==> src/rtl/clkdiv_pkg.sv <==
// ==== clkdiv_pkg : shared FSM encoding and ratio limits for clkdiv_ratio_ctrl ====
// ==== Rev 1.0 ====
`default_nettype none

package clkdiv_pkg;

    typedef enum logic [2:0] {
        ST_INIT     = 3'd0,
        ST_IDLE     = 3'd1,
        ST_WAIT_LOW = 3'd2,
        ST_HOLD     = 3'd3,
        ST_ACK      = 3'd4
    } state_e;

    localparam int MIN_RATIO = 2;

endpackage

`default_nettype wire

==> src/rtl/clkdiv_rr_arb.sv <==
// ==== clkdiv_rr_arb : combinational round-robin pick, lowest index at/after ptr_i ====
// ==== Rev 1.0 ====
`default_nettype none

module clkdiv_rr_arb #(
    parameter int NREQ  = 4,
    parameter int PTR_W = 2
) (
    input  logic [NREQ-1:0]  req_i,
    input  logic [PTR_W-1:0] ptr_i,
    output logic [NREQ-1:0]  winner_o,
    output logic             valid_o
);

    logic [NREQ-1:0] w_rot;
    logic [NREQ-1:0] w_pick;
    logic [PTR_W:0]  w_rshift;

    // Rotate so the pointer slot sits at bit 0, pick the lowest set bit, rotate back.
    assign w_rot    = NREQ'({req_i, req_i} >> ptr_i);
    assign w_rshift = (PTR_W + 1)'(NREQ) - {1'b0, ptr_i};

    always_comb begin
        w_pick = '0;
        for (int i = NREQ - 1; i >= 0; i--) begin
            if (w_rot[i]) begin
                w_pick    = '0;
                w_pick[i] = 1'b1;
            end
        end
    end

    assign winner_o = NREQ'({w_pick, w_pick} >> w_rshift);
    assign valid_o  = |req_i;

endmodule

`default_nettype wire

==> src/rtl/clkdiv_ratio_ctrl.sv <==
// ==== clkdiv_ratio_ctrl : arbitrated, glitch-safe ratio changes for a shared divider ====
// ==== Rev 1.0 -- optional macro CLKDIV_CTRL_SAME_SKIP_EN skips reloads of an unchanged ratio ====
`default_nettype none

module clkdiv_ratio_ctrl
    import clkdiv_pkg::*;
#(
    parameter int NREQ          = 4,
    parameter int RATIO_W       = 32,
    parameter int DEFAULT_RATIO = 2,
    parameter int SETTLE_CYC    = 2
) (
    input  logic                      clk_in,
    input  logic                      reset_n,
    input  logic [NREQ-1:0]           req,
    input  logic [NREQ*RATIO_W-1:0]   req_ratio,
    input  logic                      div_clk,
    output logic                      div_reset,
    output logic [RATIO_W-1:0]        div_ratio,
    output logic [NREQ-1:0]           grant,
    output logic                      err,
    output logic                      busy
);

    localparam int PTR_W = $clog2(NREQ);
    localparam int CNT_W = $clog2(SETTLE_CYC + 1);

    state_e               state_q, state_d;
    logic [PTR_W-1:0]     ptr_q, ptr_d;
    logic [NREQ-1:0]      win_q, win_d;
    logic [RATIO_W-1:0]   ratio_q, ratio_d;
    logic [CNT_W-1:0]     cnt_q, cnt_d;
    logic                 div_reset_q, div_reset_d;
    logic [RATIO_W-1:0]   div_ratio_q, div_ratio_d;
    logic [NREQ-1:0]      grant_q, grant_d;
    logic                 err_q, err_d;
    logic                 busy_q, busy_d;

    logic [NREQ-1:0]      w_arb_win;
    logic                 w_arb_valid;
    logic [RATIO_W-1:0]   w_sel_ratio;
    logic [RATIO_W-1:0]   w_sel_even;
    logic [PTR_W-1:0]     w_win_idx;
    logic [PTR_W-1:0]     w_ptr_next;

    clkdiv_rr_arb #(
        .NREQ  (NREQ),
        .PTR_W (PTR_W)
    ) u_arb (
        .req_i    (req),
        .ptr_i    (ptr_q),
        .winner_o (w_arb_win),
        .valid_o  (w_arb_valid)
    );

    always_comb begin
        w_sel_ratio = '0;
        for (int i = 0; i < NREQ; i++) begin
            if (w_arb_win[i]) w_sel_ratio = req_ratio[i*RATIO_W +: RATIO_W];
        end
    end

    // The divider halves the ratio internally, so only even values are ever loaded.
    assign w_sel_even = {w_sel_ratio[RATIO_W-1:1], 1'b0};

    always_comb begin
        w_win_idx = '0;
        for (int i = 0; i < NREQ; i++) begin
            if (win_q[i]) w_win_idx = PTR_W'(i);
        end
    end

    assign w_ptr_next = (w_win_idx == PTR_W'(NREQ - 1)) ? '0 : w_win_idx + PTR_W'(1);

    always_comb begin
        state_d     = state_q;
        ptr_d       = ptr_q;
        win_d       = win_q;
        ratio_d     = ratio_q;
        cnt_d       = cnt_q;
        div_reset_d = div_reset_q;
        div_ratio_d = div_ratio_q;
        grant_d     = '0;
        err_d       = 1'b0;
        unique case (state_q)
            ST_INIT: begin
                state_d     = ST_IDLE;
                div_reset_d = 1'b0;
            end
            ST_IDLE: begin
                if (w_arb_valid) begin
                    win_d   = w_arb_win;
                    ratio_d = w_sel_even;
                    if (w_sel_ratio < RATIO_W'(MIN_RATIO)) begin
                        state_d = ST_ACK;
                        grant_d = w_arb_win;
                        err_d   = 1'b1;
                    end
`ifdef CLKDIV_CTRL_SAME_SKIP_EN
                    else if (w_sel_even == div_ratio_q) begin
                        state_d = ST_ACK;
                        grant_d = w_arb_win;
                    end
`endif
                    else begin
                        state_d = ST_WAIT_LOW;
                    end
                end
            end
            ST_WAIT_LOW: begin
                // Only touch the divider while its output is low so no runt pulse escapes.
                if (!div_clk) begin
                    state_d     = ST_HOLD;
                    div_reset_d = 1'b1;
                    div_ratio_d = ratio_q;
                    cnt_d       = CNT_W'(SETTLE_CYC - 1);
                end
            end
            ST_HOLD: begin
                if (cnt_q == '0) begin
                    state_d     = ST_ACK;
                    div_reset_d = 1'b0;
                    grant_d     = win_q;
                end else begin
                    cnt_d = cnt_q - CNT_W'(1);
                end
            end
            ST_ACK: begin
                state_d = ST_IDLE;
                ptr_d   = w_ptr_next;
            end
            default: state_d = ST_INIT;
        endcase
        busy_d = (state_d != ST_IDLE);
    end

    always_ff @(posedge clk_in or negedge reset_n) begin
        if (!reset_n) begin
            state_q     <= ST_INIT;
            ptr_q       <= '0;
            win_q       <= '0;
            ratio_q     <= RATIO_W'(DEFAULT_RATIO);
            cnt_q       <= '0;
            div_reset_q <= 1'b1;
            div_ratio_q <= RATIO_W'(DEFAULT_RATIO);
            grant_q     <= '0;
            err_q       <= 1'b0;
            busy_q      <= 1'b1;
        end else begin
            state_q     <= state_d;
            ptr_q       <= ptr_d;
            win_q       <= win_d;
            ratio_q     <= ratio_d;
            cnt_q       <= cnt_d;
            div_reset_q <= div_reset_d;
            div_ratio_q <= div_ratio_d;
            grant_q     <= grant_d;
            err_q       <= err_d;
            busy_q      <= busy_d;
        end
    end

    assign div_reset = div_reset_q;
    assign div_ratio = div_ratio_q;
    assign grant     = grant_q;
    assign err       = err_q;
    assign busy      = busy_q;

endmodule

`default_nettype wire

==> config.mk <==
export PLATFORM = sky130hd
export DESIGN_NAME = clkdiv_ratio_ctrl
export DESIGN_NICKNAME = d
export VERILOG_FILES = /design/src/rtl/clkdiv_pkg.sv /design/src/rtl/clkdiv_rr_arb.sv /design/src/rtl/clkdiv_ratio_ctrl.sv
export SDC_FILE = /design/constraint.sdc
export NUM_CORES = 1
export LEC_CHECK = 0
export ABC_AREA = 1
export BUFFER_PORTS_ARGS = -buffer_cell sky130_fd_sc_hd__buf_2
export CAP_MARGIN = 20
export CORE_MARGIN = 3
export CORE_UTILIZATION = 50
export DETAILED_ROUTE_END_ITERATION = 10
export GPL_ROUTABILITY_DRIVEN = 0
export GPL_TIMING_DRIVEN = 0
export PLACE_DENSITY = 0.87
export SETUP_SLACK_MARGIN = 0.02
export SLEW_MARGIN = 15
export SYNTH_ARGS = -nofsm -noshare
export SYNTH_HDL_FRONTEND = slang
export SYNTH_SLANG_ARGS = --single-unit
==> constraint.sdc <==
create_clock -name clk_in -period 2.6 [get_ports clk_in]
set_input_delay 0.52 -clock clk_in [delete_from_list [all_inputs] [get_ports clk_in]]
set_output_delay 0.52 -clock clk_in [all_outputs]
set_load 0.005 [all_outputs]
Word level (Yosys, flattened, before mapping)

Cells that the tools add are included.

Multiplexer cells: 30
Reduce and logical (&&, ||, !) cells: 10
Bitwise operators: 1
Order comparisons: 1
Add/subtract/negate cells: 3
Equal/unequal tests: 9
Shift operators: 2

Operators by type and width:

| cell                                                         | count |
|---|---|
| 2-to-1 mux 32 bit                                            | 4 |
| less-than comparator 32 x 2 -> 1 bit (second input constant) | 1 |
| 2-to-1 mux 4 bit                                             | 7 |
| 2-to-1 mux 3 bit                                             | 4 |
| case mux 3 bit (4 select lines)                              | 1 |
| 2-to-1 mux 2 bit                                             | 5 |
| case mux 4 bit (2 select lines)                              | 1 |
| >> shifter 8 x 2 -> 4 bit                                    | 1 |
| >> shifter 8 x 3 -> 4 bit                                    | 1 |
| == test 3 x 2 -> 1 bit (second input constant)               | 2 |
| 2-to-1 mux 1 bit                                             | 6 |
| inequality test 2 bit (second input constant)                | 3 |
| AND reduction 3 bit                                          | 2 |
| case mux 2 bit (2 select lines)                              | 1 |
| AND reduction 2 bit                                          | 2 |
| OR reduction 4 bit                                           | 1 |
| == test 3 x 1 -> 1 bit (second input constant)               | 1 |
| == test 3 bit (second input constant)                        | 1 |
| logical NOT 3 bit                                            | 1 |
| inequality test 3 x 1 -> 1 bit (second input constant)       | 1 |
| case mux 1 bit (3 select lines)                              | 1 |
| nonzero test 3 bit                                           | 1 |
| subtractor 3 x 2 -> 3 bit (first input constant)             | 1 |
| adder 2 x 1 -> 2 bit (second input constant)                 | 1 |
| 6 further kinds                                              | 6 |

Input port bits: 135
Word-level logic and storage cells: 66
Flip-flop bits (word level): 80
Output and inout bits: 39

Logic depth before layout (Yosys ltp)

Word-level depth: 15
Mapped depth: 24
Gate-level depth less buffers: 21

Cells and area by module

Synthesis repeated with hierarchy kept, for this count alone.

Cell total of the unflattened synthesis: 659
Area, all modules: 4,684.5 um^2

By module, submodules not included:

| module            | area each (um^2) | instances | sequential area each (um^2) | cells an instance |
|---|---|---|---|---|
| clkdiv_ratio_ctrl | 4,357.9          | 1         | 2,006.9                     | 598 |
| clkdiv_rr_arb     | 326.6            | 1         | 0.0                         | 61 |

Worst setup path before layout

No wires, ideal clock.

Path kind: register -> register
Start point: register ptr_q[0]
End point: register state_q[1]
Setup slack: 0.199 ns
Cell stages (with the launch flop): 21
Clock period less this slack: 2.401 ns
Setup time: 0.117 ns
Arrival: 2.284 ns
Buffers on the path: 4
Required time: 2.483 ns
Path through: dfrtp_1 buf_6 inv_4 buf_8 ha_1 inv_1 nor2_1 nand3_1 nand2_1 buf_6 buf_6 nand2_1 nand3_1 nor2_1 nand3_1 nor2_1 nand2_1 nor2_4 nand2_1 nand2_1 nand2_1

Cells in the longest elaborated chain, start to end: 14
Elaborated cells on any way between the ends: 15
Those cells by class: 1 x add/sub; 1 x order compare; 2 x shift; 11 x mux

RTL lines:

| what                                   | line                     | source |
|---|---|---|
| start: declaration                     | clkdiv_ratio_ctrl.sv:29  | `logic [PTR_W-1:0] ptr_q, ptr_d;` |
| start signal: assignment               | clkdiv_ratio_ctrl.sv:151 | `ptr_q <= ptr_d;` |
| >> shifter 8 x 2 -> 4 bit              | clkdiv_rr_arb.sv:20      | `assign w_rot = NREQ'({req_i, req_i} >> ptr_i);` |
| 2-to-1 mux 4 bit (4 in a row)          | clkdiv_rr_arb.sv:26      | `if (w_rot[i]) begin` |
| >> shifter 8 x 3 -> 4 bit *            | clkdiv_rr_arb.sv:33      | `assign winner_o = NREQ'({w_pick, w_pick} >> w_rshift);` |
| 2-to-1 mux 32 bit (3 in a row)         | clkdiv_ratio_ctrl.sv:59  | `if (w_arb_win[i]) w_sel_ratio = req_ratio[i*RATIO_W +: RATIO_W];` |
| 2-to-1 mux 32 bit *                    | clkdiv_ratio_ctrl.sv:59  |  |
| less-than comparator 32 x 2 -> 1 bit * | clkdiv_ratio_ctrl.sv:94  | `if (w_sel_ratio < RATIO_W'(MIN_RATIO)) begin` |
| 2-to-1 mux 3 bit *                     | clkdiv_ratio_ctrl.sv:94  |  |
| 2-to-1 mux 3 bit *                     | clkdiv_ratio_ctrl.sv:91  | `if (w_arb_valid) begin` |
| case mux 3 bit (4 select lines) *      | clkdiv_ratio_ctrl.sv:85  | `unique case (state_q)` |
| net state_d[1]                         | clkdiv_ratio_ctrl.sv:28  | `state_e state_q, state_d;` |
| end signal: assignment                 | clkdiv_ratio_ctrl.sv:150 | `state_q <= state_d;` |
| end: declaration                       | clkdiv_ratio_ctrl.sv:28  |  |

Mark *: on every way through the listed nets, which the timed path passes. The rest lies on a longest branch.
A chain may end at the register's enable or synchronous reset.

Final worst setup path

Same ends and word-level chain as after synthesis.

==> out/qor.yml <==
power:
  vdd_drop_max_uv: 1270
  p_seq_share_pct: 22.7
  p_sw_uw: 4540
  leakage_uw: 0.00347
  p_int_uw: 4700
  comb_power_share_pct: 69.0
  sw_frac_of_total_pct: 49.2
  clock_power_share_pct: 8.3
  powerDensity_nw_per_um2: 1470
sta:
  setup_violations: 2
  finClkSkew_ps: 6.34
  fin_crit_ps: 2630
  worst_pin_slew_ps: 777
  fin_crit_sh_pct: 101
  setup_ws_ps: -34.4
  max_freq_mhz: 380
  slew_viol_final: 0
  rsz0062_at_grt: "true"
  setup_tns_ps: -54.6
  finalHoldViolCount: 0
  slew_headroom_pct: 47.7
routing:
  drtPass1Iterations: 8
  postRouteAntennaNets: 0
  route.detailed.drc: 0
  wirelength_um: 15100
  drtIter0Drc: 412
  vias_per_cell: 5.47
  routed-via-count: 5204
  wire_per_inst_um: 15.8
synthesis:
  synth_most_common_cell: "nand2_1"
  yosys.area_share.simple_pct: 40.0
  ys_top_cells_by_count: "215 x nand2_1, 107 x nand3_1, 79 x nor2_1, 76 x dfrtp_1, 46 x inv_1"
  synthesis.area_um2: 4540
  syn_avg_cell_area_um2: 7.11
  synth_top_family_by_area: "simple AND/OR/NAND/NOR gates"
  synthArstFlopShare_pct: 100
  ys.flop_type: "dfrtp_1"
  yosysWarnings: 0
  synth-adder-area-share_pct: 0.551
  synth_top_area_share_pct: 41.9
  synthMuxAreaShare_pct: 0
  synth_seq_cells: 80
  synth_edf_count: 0
  synth_compound_area_share_pct: 6.01
  synthDistinctLibCells: 35
  synth_area_leader_cell: "dfrtp_1"
  syn_inst: 639
  synth-seq-area-share_pct: 44.2
  synth_xor_area_share_pct: 0
  synth_area_leaders: "dfrtp_1 42%, nand2_1 18%, nand3_1 12%"
  syn_nets: 776
min_path:
  min_path_type: "input port to asynchronous set/reset pin"
finish:
  fin_nets: 975
  drive_gt1_share_pct: 36.7
  final_cells: 951
  register_area_um2: 2010
  stdcell_area_um2: 6300
  syn_to_final_growth_pct: 38.8
  diodes: 0
  multiInputGateArea_um2: 2470
  fill_cells: 668
floorplan:
  io_pins: 174
  rows: 34
  start_util_pct: 51.8
  die_h_um: 101
  die_area_um2: 10300
  coreArea_um2: 8760
  die_w_um: 101
global_route:
  grt.overflow.total: 0
  grt_max_degree: 48
  grtUsageTotal_pct: 28.2
  antenna_found_initial: 0
  first_global_vias: 4903
  grt_pass1_wl_um: 22700
clock_network:
  clockBufferDepth: 2
  cts_buffers: 9
  holdBufCountCts: 0
  cts_tree: "built"
  clockRootBuffer: "clkbuf_8"
  clkLatencyLatePin_ps: 360
  clock-sinks: 80
  htree_levels: 3
  clk_pin_slew_worst_paths_ps: 80
critical_path:
  cp_top_family: "simple AND/OR/NAND/NOR gates"
  crit_slowest_cell: "dfrtp_1"
  criticalPathCategory: "flop to flop"
  crit_arrival_ps: 2880
  crit_required_ps: 2850
  crit_path_start_kind: "flop"
  r2r_start: "ptr_q[0]$_DFFE_PN0N_"
  path_cells: "buf_6, inv_4, buf_8, nand2_1, nand3_1, nand2_1, nand2_1, nor2_2, nand2_1, nand3_2, buf_6, clkbuf_16, nand3_2, nand3_4, nor2_4, nand3_1, nor2_1, nand2_2, nor2_4, nand2_1, nand2_1, nand2_1"
  worstSetupEndpointType: "flop"
  cp_num_buf_inv: 5
  r2r-end: "state_q[1]$_DFF_PN0_"
  rrSetupSlack_ps: -30
  critPathMaxFanout: 6
  reg2regPathDepth: 22
  cpMostUsedCell: "nand2_1"
  critPathMaxStageDelay_ps: 400
job:
  max_cap_violations: 0
outcome:
  violations: "negative setup slack"
  status: "complete, but fails checks"
placed_design:
  place_inst: 916
  hpwl_um: 11200
  postPlaceCellArea_um2: 5550
  port_buffers: 168
==> per-stage QoR <==
step	setup WS (ps)	utilization, %	hold slack [ps]	power (uW)
detailed placement	-275	63.3	456	6840
floorplan	199	-	224	5290
finish	-34.4	71.9	93.7	9240
global placement	-167	63.0	450	6630
CTS	14.8	67.7	107	8160
global route	-204	71.9	121	9900
==> how the worst max path moves through the flow <==
stage	from	to	slack, ps	cells past startpoint
CTS	ptr_q[0]$_DFFE_PN0N_	state_q[1]$_DFF_PN0_	10	22
global route	ptr_q[0]$_DFFE_PN0N_	state_q[1]$_DFF_PN0_	-200	23
global placement	req[3]	state_q[1]$_DFF_PN0_	-170	19
detailed placement	req[3]	state_q[1]$_DFF_PN0_	-280	19
floorplan	ptr_q[0]$_DFFE_PN0N_	state_q[1]$_DFF_PN0_	200	20
finish	ptr_q[0]$_DFFE_PN0N_	state_q[1]$_DFF_PN0_	-30	22
==> state kept, by name, summed over array words and instances (netlist names) <==
signal	count
cnt_q	2
win_q	4
ratio_q	31
grant	4
busy	1
div_ratio	31
state_q	3
ptr_q	2
div_reset	1
err	1
==> placed cells by master (no fill, tap or decap), types with 3 or more instances in the layout <==
cell type and n:
nand2_1 210, buf_2 170, nand3_1 78, dfrtp_1 76, nor2_1 54, inv_1 44
o21ai_0 33, nand3_2 27, buf_4 19, clkbuf_1 15, nor2_2 14, nor2_4 13
clkbuf_8 10, buf_6 9, nand2_2 7, nand2_4 5, nand3_4 5, buf_8 4
a31oi_1 4, dfstp_2 4, inv_4 3, inv_2 3, or2_1 3, buf_12 3
clkinv_2 3
==> metal layers <==
| layer | GRT usage (%) | part of all wire [%] | routed length (um) |
|---|---|---|---|
| met4 | 14.7 | 4.2 | 635 |
| met1 | 35.4 | 38 | 5770 |
| met3 | 6.13 | 9.0 | 1360 |
| met5 | 0 | 0 | 0 |
| met2 | 45.7 | 48 | 7300 |
==> cells by family after synthesis <==
family,Yosys count
and+or+nand+nor,424
buffers and inverters,84
DFF,80
AOI/OAI and AO/OA,48
adders and majority gates,2
other,1
==> timing repair <==
| item | in CTS | in global routing |
|---|---|---|
| resized for setup | 33 | 74 |
| pin swaps | 9 | 24 |
| buffers inserted | 11 | 6 |
| cloned | 1 | 1 |
| setup endpoints to repair | 7 | 7 |
==> layout make-up <==
cell class	instances	share of cell area (%)
plain buffers	33	4.41
clock buffers	12	2.14
clock inverters	4	0.357
inverters	51	3.28
multi-input cells	475	39.1
flip-flops and latches	80	31.8
well taps	108	2.14
repair buffers	188	16.7
==> power groups by stage <==
stage	Sequential, uW	Combinational [uW]	Clock (uW)
2_1_floorplan	2060	3230	0
3_3_place_gp	2080	4550	0
3_5_place_dp	2100	4740	0
4_1_cts	2080	5290	781
5_1_grt	2150	6920	831
6_report	2100	6370	769
(Power assumes the default switching activity.)
